### config.mk
export PLATFORM = sky130hd
export DESIGN_NAME = lcd_ddram
export DESIGN_NICKNAME = d
export VERILOG_FILES = /design/src/rtl/lcd_pkg.sv /design/src/rtl/lcd_ddram.sv
export SDC_FILE = /design/constraint.sdc
export NUM_CORES = 1
export LEC_CHECK = 0
export CAP_MARGIN = 25
export CELL_PAD_IN_SITES_DETAIL_PLACEMENT = 1
export CELL_PAD_IN_SITES_GLOBAL_PLACEMENT = 2
export CORE_ASPECT_RATIO = 0.5
export CORE_UTILIZATION = 54
export DETAILED_ROUTE_END_ITERATION = 6
export PLACE_DENSITY_LB_ADDON = 0.3
export SLEW_MARGIN = 30
export SYNTH_ARGS = -nofsm -noshare
export SYNTH_HDL_FRONTEND = slang
export SYNTH_SLANG_ARGS = --single-unit
### constraint.sdc
create_clock -name clock -period 3.3 [get_ports clock]
set_input_delay 0.66 -clock clock [delete_from_list [all_inputs] [get_ports clock]]
set_output_delay 0.66 -clock clock [all_outputs]
set_load 0.02 [all_outputs]
### src/rtl/lcd_pkg.sv
// Shared definitions for the HD44780-style LCD bus model.
// Holds instruction opcode masks, the DDRAM geometry, the blank fill
// character, the captured-transfer payload and address helper functions.
package lcd_pkg;

  localparam int unsigned DATA_W     = 8;
  localparam int unsigned ADDR_W     = 7;
  localparam int unsigned OFS_W      = 6;
  localparam int unsigned LINE_LEN   = 40;
  localparam int unsigned DDRAM_SIZE = 80;

  localparam logic [ADDR_W-1:0] LINE0_BASE = 7'h00;
  localparam logic [ADDR_W-1:0] LINE1_BASE = 7'h40;
  localparam logic [ADDR_W-1:0] LINE0_LAST = 7'h27;
  localparam logic [ADDR_W-1:0] LINE1_LAST = 7'h67;

  localparam logic [DATA_W-1:0] BLANK_CHAR_DEF = 8'h20;

  // Instruction opcode masks: the highest set bit selects the instruction.
  localparam logic [DATA_W-1:0] OP_SET_DDRAM = 8'h80;
  localparam logic [DATA_W-1:0] OP_SET_CGRAM = 8'h40;
  localparam logic [DATA_W-1:0] OP_FUNC_SET  = 8'h20;
  localparam logic [DATA_W-1:0] OP_SHIFT     = 8'h10;
  localparam logic [DATA_W-1:0] OP_DISP_CTRL = 8'h08;
  localparam logic [DATA_W-1:0] OP_ENTRY     = 8'h04;
  localparam logic [DATA_W-1:0] OP_HOME      = 8'h02;
  localparam logic [DATA_W-1:0] OP_CLEAR     = 8'h01;

  // One captured bus transfer.
  typedef struct packed {
    logic              rs;
    logic              rw;
    logic [DATA_W-1:0] data;
  } lcd_xfer_t;

  // True when an LCD address falls inside one of the two 40-byte lines.
  function automatic logic addr_mapped(input logic [ADDR_W-1:0] a);
    return a[5:0] < 6'(LINE_LEN);
  endfunction

  // LCD address to linear DDRAM index.
  function automatic logic [ADDR_W-1:0] addr_to_idx(input logic [ADDR_W-1:0] a);
    return a[6] ? (7'(LINE_LEN) + 7'(a[5:0])) : 7'(a[5:0]);
  endfunction

  // Address counter step with line wrap.
  function automatic logic [ADDR_W-1:0] ac_step(input logic [ADDR_W-1:0] a, input logic up);
    if (up) begin
      if (a == LINE0_LAST) return LINE1_BASE;
      if (a == LINE1_LAST) return LINE0_BASE;
      return a + 7'd1;
    end
    if (a == LINE0_BASE) return LINE1_LAST;
    if (a == LINE1_BASE) return LINE0_LAST;
    return a - 7'd1;
  endfunction

  // Display shift offset step, modulo the line length.
  function automatic logic [OFS_W-1:0] ofs_step(input logic [OFS_W-1:0] o, input logic up);
    if (up) return (o == 6'(LINE_LEN - 1)) ? 6'd0 : o + 6'd1;
    return (o == 6'd0) ? 6'(LINE_LEN - 1) : o - 6'd1;
  endfunction

endpackage

### src/rtl/lcd_ddram.sv
// 80x8 DDRAM image with one write port (linear index) and one registered
// read port addressed in LCD address space.
// Ports: clock, reset (sync, high; clears only the read register),
//        we/wr_idx/wr_data write port, rd_addr/rd_data read port.
module lcd_ddram
  import lcd_pkg::*;
(
  input  logic              clock,
  input  logic              reset,
  input  logic              we,
  input  logic [ADDR_W-1:0] wr_idx,
  input  logic [DATA_W-1:0] wr_data,
  input  logic [ADDR_W-1:0] rd_addr,
  output logic [DATA_W-1:0] rd_data
);

  logic [DATA_W-1:0] mem [DDRAM_SIZE];

  // Storage is deliberately not reset; contents persist across reset.
  always_ff @(posedge clock) begin
    if (we) mem[wr_idx] <= wr_data;
  end

  // Registered read returns pre-write data on a same-cycle collision.
  always_ff @(posedge clock) begin
    if (reset) begin
      rd_data <= '0;
    end else if (addr_mapped(rd_addr)) begin
      rd_data <= mem[addr_to_idx(rd_addr)];
    end else begin
      rd_data <= '0;
    end
  end

endmodule

# == Yosys cells after proc, flatten, opt, wreduce, memory -nomap -nowiden ==
# Memory sizes are Yosys's and may differ from the RTL's. A register that Yosys moved wholly into a read port is not among the register bits.
# Index checks and enable logic that the tools add are counted.
# totals
wordCells,8
register_bits,0
mem_bits_rw,640
in_bits,25
mem_count,1
output_inout_bits,8
# mem_list
memory,words,word_bits,rd,rd_ports_with_merged_regs,wr,line_no,source
mem,80,8,1,1,1,lcd_ddram.sv:17,logic [DATA_W-1:0] mem [DDRAM_SIZE];
# classes
order_cmp,1
addsub,1
n_mux,3
n_reduce_logical,1
bitwise,1
# op_table
op,n
$add 6x6->7 const A,1
$mux 7,1
$lt 6x6->1 const B,1
$mux 1,2
$reduce_or 2->1,1
$not 1->1,1

# == Longest topological paths before layout ==
# Gate-level depths: netlist of the first run.
# logic_depth
word_depth,3
depth_mapped,9
mapped_depth_nobuf,6

# == Worst setup path after synthesis of the first run ==
# OpenSTA, ideal clock, no wires.
# synth_path
path_kind,input to register
startpoint,in rd_addr[0]
endpoint,"reg rd_data[4], read port of mem"
arrival_time_ns,2.169
setup_slack_ns,0.990
stages,8
cell_sequence,buf_6 > buf_4 > buf_2 > mux4_2 > mux2i_1 > nand2_1 > o211ai_1 > o311ai_1
# synth_via
elab_chain_cells,3
# synth_rtl
item,line_no,source
from (decl),lcd_ddram.sv:13,"input logic [ADDR_W-1:0] rd_addr,"
$lt 6x6->1,lcd_pkg.sv:38,return a[5:0] < 6'(LINE_LEN);
$not 1->1 (no source line),-,
$reduce_or 2->1 (no source line),-,
to (decl),lcd_ddram.sv:14,output logic [DATA_W-1:0] rd_data
# Several ways; a longest one is shown, not always the timed one.

# == Worst setup path after layout of the first run ==
# layout_path
startpoint,in rd_addr[3]
endpoint,"reg rd_data[4], read port of mem"
# Same word-level chain as after synthesis.

==> flow_metrics.tcl, run 1 <==
set metrics [dict create \
    clock-root-buffer "clkbuf_16" \
    ff2ff_setup_slack_ns 1.40 \
    start_util 0.554 \
    clk_pin_slew_ns 0.06 \
    wl_per_cell_um 30.4 \
    die_width_um 308 \
    syn_nets 1235 \
    worstSetupEndpointType "register" \
    drt_first_iter_violations 1304 \
    coreArea_mm2 0.0458 \
    finClkSkew_ns 0.0157 \
    cpPeakStageDelay_ns 0.83 \
    cp-startpoint "rd_addr[3]" \
    power_density_mw_per_mm2 561 \
    filler_cell_count 3780 \
    critPathTopFamily "buffers and inverters" \
    tightest_slew_ns 0.961 \
    die_h_um 155 \
    syn_area_mm2 0.0253 \
    clock_latency_ns 0.60 \
    cp_cell_sequence "clkdlybuf4s50_1, ha_1, nand2_1, and2_1, o21ai_0, o2111ai_1, o311ai_1" \
    htree_levels 2 \
    period_share 0.777 \
    maxSlewViolCount 0 \
    setup_viol 0 \
    dpl.hpwl_um 39800 \
    cts_repair_resize_count 0 \
    irDropWorstVdd_mv 0.465 \
    grt_pass1_vias 13400 \
    arrival_ns 3.02 \
    dr.pass1.iters 7 \
    yosys.cell_types.count 36 \
    diodes 0 \
    multi_input_area_mm2 0.00565 \
    antenna_found_initial 1 \
    gp_congestion 0.862 \
    regArea_mm2 0.0194 \
    synth_compound_area_frac 0.0203 \
    max_freq_ghz 0.390 \
    routed_wirelength_um 62600 \
    cp.required_ns 3.75 \
    synth.mux.area_fraction 0.170 \
    synth_fa_ha_area_frac 0.000494 \
    cts_made_buffers 54 \
    worst-setup-path-type "input port to register" \
    outcome "finished clean" \
    p_leak_uw 0.00941 \
    pin_count 33 \
    synth_edf_count 640 \
    rr_endpoint "rd_data[5]$_SDFF_PP0_" \
    max-slew-margin-rel 0.359 \
    hp-class "input port to register" \
    ys_ff_latch 648 \
    synth_top_family_by_area "multiplexers" \
    mostFrequentLayoutCells "edfxtp_1 (640), mux4_2 (137), buf_4 (134), nor2_1 (89)" \
    drive_gt1_frac 0.284 \
    die_area_mm2 0.0479 \
    post-cts-setup-buffer-count 0 \
    drv_cap 0 \
    hold_violations 0 \
    synth_xor_area_frac 0.000346 \
    grt_pass1_wl_um 91700 \
    postRouteAntennaNets 0 \
    fin_util 0.635 \
    yosys.area_share.simple 0.0317 \
    synth_ff_type "edfxtp_1" \
    port_buffers 32 \
    grt_start_max_net_pins 81 \
    critPathMaxFanout 13 \
    start_kind "input port" \
    viasPerCell 6.19 \
    cts.sinks 648 \
    cp_slowest_cell "clkdlybuf4s50_1" \
    path_buf_inv 1 \
    syn_inst 1209 \
    tritoncts "built" \
    synthArstFlopShare 0 \
    syn_area_per_cell_um2 21.0 \
    cp-endpoint "rd_data[4]$_SDFF_PP0_" \
    rsz0062_at_grt "false" \
    final_common_cell "edfxtp_1" \
    synthToLayoutAreaGrowth_pct 14.7 \
    cp.depth 7 \
    setup-tns-final_ns 0 \
    cts_hold_buf 0 \
    ys_warn_count 0 \
    drcViolationCount 0 \
    gr-total-overflow 0 \
    clockBufferDepth 3 \
    min_period_ns 2.56 \
    reg2regPathDepth 5 \
    grtUsageTotal 0.270 \
    fin_nets 1411 \
    vias 12700 \
    rows 55 \
    timing.rr.start "mem[9][5]$_DFFE_PP_" \
    seq_area_frac_synth 0.765 \
]
[worst reg2reg max path: cells and delay by family (launching register included)]
family | cells | cell delay (ns)
muxes | 2 | 0.79
DFF | 1 | 0.37
and+or+nand+nor | 1 | 0.07
AOI/OAI and AO/OA | 2 | 0.53
[synthesized netlist by cell type (all sizes together), types with 9 or more instances]
cell type | count | area share
a211oi | 9 | 0.0027
buf | 46 | 0.011
clkbuf | 13 | 0.0019
edfxtp | 640 | 0.76
mux2 | 41 | 0.018
mux2i | 57 | 0.023
mux4 | 144 | 0.13
nand2 | 55 | 0.0081
nand3 | 9 | 0.0018
nor2 | 89 | 0.013
nor2b | 17 | 0.0042
o21ai | 9 | 0.0018
[worst min-delay path by stage]
stage,start,endpoint,slack [ns],cells after the start
floorplan,wr_data[0],mem[0][0]$_DFFE_PP_,0.76,0
detailed placement,mem[38][2]$_DFFE_PP_,rd_data[2]$_SDFF_PP0_,0.86,3
finish,wr_data[0],mem[42][0]$_DFFE_PP_,0.48,1
CTS,wr_data[0],mem[42][0]$_DFFE_PP_,0.46,1
global placement,mem[39][3]$_DFFE_PP_,rd_data[3]$_SDFF_PP0_,0.87,3
global route,wr_data[0],mem[47][0]$_DFFE_PP_,0.48,1
[per-layer routing]
| layer | up-vias | routed length, um | global-route usage |
|---|---|---|---|
| met1 | 6790 | 26700 | 0.395 |
| met5 | - | 13 | 0 |
| li1 | 5358 | - | - |
| met2 | 484 | 29500 | 0.421 |
| met3 | 97 | 4890 | 0.0572 |
| met4 | 2 | 1460 | 0.0694 |
[flip-flops by register name, summed over array words and instances, names as in the netlist]
name / cells
mem: 640
rd_data: 8
[area by class of cell]
class                   instances  share of cell area
flip-flops and latches        648               0.667
multi-input cells             502               0.194
repair buffers                179              0.0538
clock buffers                  74              0.0513
well taps                     627              0.0270
clock inverters                28             0.00672
[report_power, final]
part	internal, uW	switching [uW]
logic	373	596
registers	9080	17.0
clock network	3390	2860
[cells by family (layout without fill, tap and decap cells)]
kind of cell,count (synthesis),in the layout
flops,648,648
mux,242,242
simple gates,188,188
compound gates,70,70
buf+inv,59,281
fa+ha+maj,1,1
xor+xnor,1,1
[metrics by stage]
stage	hold slack (ns)	setup WS (ns)	instance area [um^2]	cells	total power, uW
4_1_cts	0.464	0.809	29100	2058	16400
5_1_grt	0.485	0.637	29100	2058	16700
6_report	0.481	0.736	29100	2058	16300
3_5_place_dp	0.865	0.205	27400	1956	10200
2_1_floorplan	0.759	0.990	25300	1209	9760
3_3_place_gp	0.869	0.334	27400	1956	10200
Note: power is estimated with default switching activity, not from simulation.
==> inputs of run 2 (changes only) <==
Settings changed: CORE_UTILIZATION 54 to 45.
Clock period 3.3 ns to 2.1 ns, I/O delays scaled along.
==> flow_metrics.tcl, run 2 (synthesized netlist as in run 1, its figures left out) <==
set metrics [dict create \
    start_kind "register" \
    postRouteAntennaNets 0 \
    fin_hold_ws_ns 0.295 \
    maxSlewViolCount 0 \
    power_density_mw_per_mm2 875 \
    cp.depth 1 \
    placed_area_mm2 0.0284 \
    setup_viol 0 \
    grt_pass1_vias 13400 \
    dr.pass1.iters 5 \
    largest_reg_flops 640 \
    ff2ff_setup_slack_ns 0.25 \
    grt_start_max_net_pins 81 \
    critPathMaxFanout 1 \
    coreArea_mm2 0.0556 \
    synthToLayoutAreaGrowth_pct 19.5 \
    critPathTopFamily "buffers and inverters" \
    pin_count 33 \
    finalWorstSetupSlack_ns 0.0929 \
    hold_violations 0 \
    rsz0062_at_grt "false" \
    irDropWorstVdd_mv 0.628 \
    dpl.hpwl_um 39700 \
    die_width_um 338 \
    final_common_cell "edfxtp_1" \
    cp-startpoint "rd_data[5]$_SDFF_PP0_" \
    reg_top3 "mem (640), rd_data (8)" \
    top_register "mem" \
    gr-total-overflow 0 \
    hp-class "input port to register" \
    max-slew-margin-rel 0.519 \
    pwr-share-seq 0.539 \
    wl_per_cell_um 27.1 \
    outcome "finished clean" \
    cp.required_ns 1.68 \
    post-place-cells 2173 \
    worstSetupEndpointType "output pin" \
    post-cts-setup-buffer-count 0 \
    comb_power_share 0.065 \
    rows 61 \
    reg2regPathDepth 5 \
    wl_met2_um 29700 \
    gp_congestion 0.862 \
    htree_levels 2 \
    finClkSkew_ns 0.0108 \
    cp-endpoint "rd_data[5]" \
    drv_cap 0 \
    worst-setup-path-type "register to output pin" \
    cts_repair_resize_count 0 \
    port_buffers 32 \
    drt_first_iter_violations 1272 \
    cts_hold_buf 0 \
    arrival_ns 1.59 \
    drcViolationCount 0 \
    p_leak_uw 0.00999 \
    min_period_ns 2.01 \
    max_freq_ghz 0.498 \
    drive_gt1_frac 0.334 \
    instances_no_fill 2273 \
    met1_length_um 27600 \
    rr_endpoint "rd_data[2]$_SDFF_PP0_" \
    clock_latency_ns 0.59 \
    total_power_uw 26500 \
    routed_wirelength_um 61600 \
    clockBufferDepth 3 \
    tritoncts "built" \
    viasPerCell 5.64 \
    diodes 0 \
    period_share 0.956 \
    vias 12800 \
    fin_nets 1501 \
    clock_power_share 0.396 \
    cts_made_buffers 56 \
    cpPeakStageDelay_ns 0.63 \
    antenna_found_initial 0 \
    grtUsageTotal 0.220 \
    start_util 0.456 \
    grt_pass1_wl_um 91200 \
    clock-root-buffer "clkbuf_16" \
    wl_met3_um 3510 \
    switching_share 0.210 \
    clk_pin_slew_ns 0.07 \
    die_area_mm2 0.0573 \
    mostFrequentLayoutCells "edfxtp_1 (640), buf_4 (202), mux4_2 (137), nor2_1 (89)" \
    fin_area_mm2 0.0303 \
    timing.rr.start "mem[11][2]$_DFFE_PP_" \
    cp_cell_sequence "clkdlybuf4s50_1" \
    path_buf_inv 1 \
    p_int_uw 20900 \
    pre_cts_ws_ns -0.346 \
    cts.sinks 648 \
    tightest_slew_ns 0.720 \
    die_h_um 170 \
    p_sw_uw 5560 \
    cp_slowest_cell "clkdlybuf4s50_1" \
    top_layer "met4" \
]
-- run 2: worst min path at each step --
| stage | start | end | cells past startpoint |
|---|---|---|---|
| detailed placement | mem[76][3]$_DFFE_PP_ | rd_data[3]$_SDFF_PP0_ | 4 |
| global route | wr_data[7] | mem[25][7]$_DFFE_PP_ | 1 |
| global placement | mem[39][0]$_DFFE_PP_ | rd_data[0]$_SDFF_PP0_ | 3 |
| floorplan | wr_data[0] | mem[0][0]$_DFFE_PP_ | 0 |
| CTS | wr_data[7] | mem[28][7]$_DFFE_PP_ | 1 |
| finish | wr_data[7] | mem[28][7]$_DFFE_PP_ | 1 |
-- run 2: power groups by stage --
stage	clock [uW]	sequential (uW)	combinational, uW
after floorplan	0	14600	760
after global placement	0	14600	1690
after detailed placement	0	14600	1740
after CTS	10600	14300	1740
after global routing	11100	14300	1830
final	10500	14300	1730
-- run 2: metrics by stage --
step                setup TNS (ns)  utilization
finish                           0        0.545
global route                     0        0.545
CTS                              0        0.545
detailed placement          -60.53        0.512
global placement            -29.57        0.512
floorplan                        0            -
-- run 2: per-layer routing --
layer,vias up,global-route usage
li1,5534,-
met1,6874,0.325
met2,350,0.357
met3,59,0.0316
met4,0,0.0356
met5,-,0
-- run 2: layout make-up --
| class | instances | area [um^2] |
|---|---|---|
| Timing Repair Buffer | 267 | 2470 |
| Sequential cell | 648 | 19400 |
| Tap cell | 756 | 946 |
| Multi-Input combinational cell | 502 | 5650 |
| Clock buffer | 63 | 1450 |
| Fill cell | 4958 | 25300 |
| Clock inverter | 37 | 375 |
==> inputs of run 3 (changes only) <==
Settings changed: SETUP_SLACK_MARGIN set to 0.2, SLEW_MARGIN 30 to unset.
==> flow_metrics.tcl, run 3 (synthesized netlist as in run 1, its figures left out) <==
set metrics [dict create \
    finClkSkew_ns 0.0145 \
    placed_area_mm2 0.0284 \
    tightest_slew_ns 0.686 \
    hold_violations 0 \
    drcViolationCount 0 \
    die_h_um 170 \
    drive_gt1_frac 0.339 \
    critPathTopFamily "buffers and inverters" \
    irDropWorstVdd_mv 0.618 \
    cp.depth 9 \
    rr_endpoint "rd_data[4]$_SDFF_PP0_" \
    cts_made_buffers 57 \
    grt_pass1_wl_um 91000 \
    coreArea_mm2 0.0556 \
    die_area_mm2 0.0573 \
    gr-total-overflow 0 \
    grt_pass1_vias 13700 \
    critPathMaxFanout 16 \
    cp_cell_sequence "clkdlybuf4s50_1, ha_1, buf_4, nand2_1, mux2i_1, buf_4, a22oi_1, nand2_1, o311ai_1" \
    wl_per_cell_um 27.4 \
    path_buf_inv 3 \
    viasPerCell 5.64 \
    worst-setup-path-type "input port to register" \
    start_kind "input port" \
    postRouteAntennaNets 0 \
    cp.required_ns 2.59 \
    cpPeakStageDelay_ns 0.53 \
    total_power_uw 26400 \
    power_density_mw_per_mm2 872 \
    grtUsageTotal 0.221 \
    top_register "mem" \
    dpl.hpwl_um 40400 \
    port_buffers 32 \
    ff2ff_setup_slack_ns 0.26 \
    start_util 0.456 \
    maxSlewViolCount 0 \
    rsz0062_at_grt "true" \
    grt_start_max_net_pins 81 \
    p_leak_uw 0.0100 \
    clock_latency_ns 0.59 \
    routed_wirelength_um 62700 \
    htree_levels 2 \
    cp-startpoint "rd_addr[4]" \
    cp_slowest_cell "clkdlybuf4s50_1" \
    synthToLayoutAreaGrowth_pct 19.4 \
    cp-endpoint "rd_data[2]$_SDFF_PP0_" \
    post-cts-setup-buffer-count 0 \
    rows 61 \
    final_common_cell "edfxtp_1" \
    drv_cap 0 \
    timing.rr.start "mem[72][4]$_DFFE_PP_" \
    arrival_ns 2.34 \
    pin_count 33 \
    dr.pass1.iters 5 \
    period_share 0.880 \
    hp-class "input port to register" \
    fin_nets 1507 \
    largest_reg_flops 640 \
    die_width_um 338 \
    outcome "finished clean" \
    mostFrequentLayoutCells "edfxtp_1 (640), buf_4 (211), mux4_2 (141), nor2_1 (89), clkbuf_16 (58)" \
    drt_first_iter_violations 1193 \
    gp_congestion 0.843 \
    cts.sinks 648 \
    max_freq_ghz 0.541 \
    setup_viol 0 \
    clk_pin_slew_ns 0.07 \
    max-slew-margin-rel 0.542 \
    reg2regPathDepth 4 \
    reg_top3 "mem (640), rd_data (8)" \
    filler_cell_count 4957 \
    antenna_found_initial 1 \
    min_period_ns 1.85 \
    vias 12900 \
    clock-root-buffer "clkbuf_16" \
    worstSetupEndpointType "register" \
    fin_area_mm2 0.0303 \
    clockBufferDepth 3 \
    tritoncts "built" \
]
## run 3: what timing repair did
item                                    CTS  global route
pin swaps                                 0             4
gates resized for setup                   8            11
hold buffers                              0             0
endpoints found under the setup margin    8             8
gates cloned                              0             1
## run 3: worst min-delay path by stage
| stage | from | to | slack (ns) | depth (start not counted) |
|---|---|---|---|---|
| finish | wr_data[3] | mem[11][3]$_DFFE_PP_ | 0.25 | 1 |
| global route | wr_data[3] | mem[66][3]$_DFFE_PP_ | 0.25 | 1 |
| CTS | wr_data[3] | mem[66][3]$_DFFE_PP_ | 0.25 | 1 |
| detailed placement | wr_data[3] | mem[11][3]$_DFFE_PP_ | 0.86 | 1 |
| global placement | wr_data[3] | mem[66][3]$_DFFE_PP_ | 0.84 | 1 |
| floorplan | wr_data[0] | mem[0][0]$_DFFE_PP_ | 0.52 | 0 |
## run 3: metrics by stage
step	setup WS [ns]	util	std cells	setup TNS, ns	hold WS (ns)
after floorplan	0.175	-	1209	0	0.519
after global placement	-0.334	0.511	2177	-72.32	0.840
after detailed placement	-0.404	0.511	2177	-103.38	0.862
after CTS	0.214	0.543	2281	0	0.245
after global routing	0.204	0.545	2283	0	0.250
final	0.253	0.545	2283	0	0.245
## run 3: layer usage
layer	GRT usage	vias up	routed length, um
li1	-	5545	-
met1	0.309	6895	27000
met2	0.363	352	30700
met3	0.0432	74	3910
met4	0.0480	0	1070
met5	0	-	0
## run 3: final cells by class
type | count | area (um^2) | share of cell area
Sequential cell | 648 | 19400 | 0.640
Antenna cell | 1 | 2.50 | 0.0000827
Multi-Input combinational cell | 502 | 5670 | 0.187
Tap cell | 756 | 946 | 0.0313
Timing Repair Buffer | 272 | 2460 | 0.0812
Clock buffer | 66 | 1460 | 0.0482
Clock inverter | 38 | 350 | 0.0116
## run 3: power breakdown
part           internal [uW]  switching (uW)  leakage (uW)
combinational            752             980       0.00332
clock                   5810            4550      0.000892
sequential             14300            25.7       0.00582
total                  20800            5560        0.0100
## run 3: worst register-to-register path: stages, from the launching register on
cell      delay (ns)
edfxtp_1        0.39
mux4_2          0.52
mux2_2          0.29
o211ai_1        0.33
o311ai_2        0.18
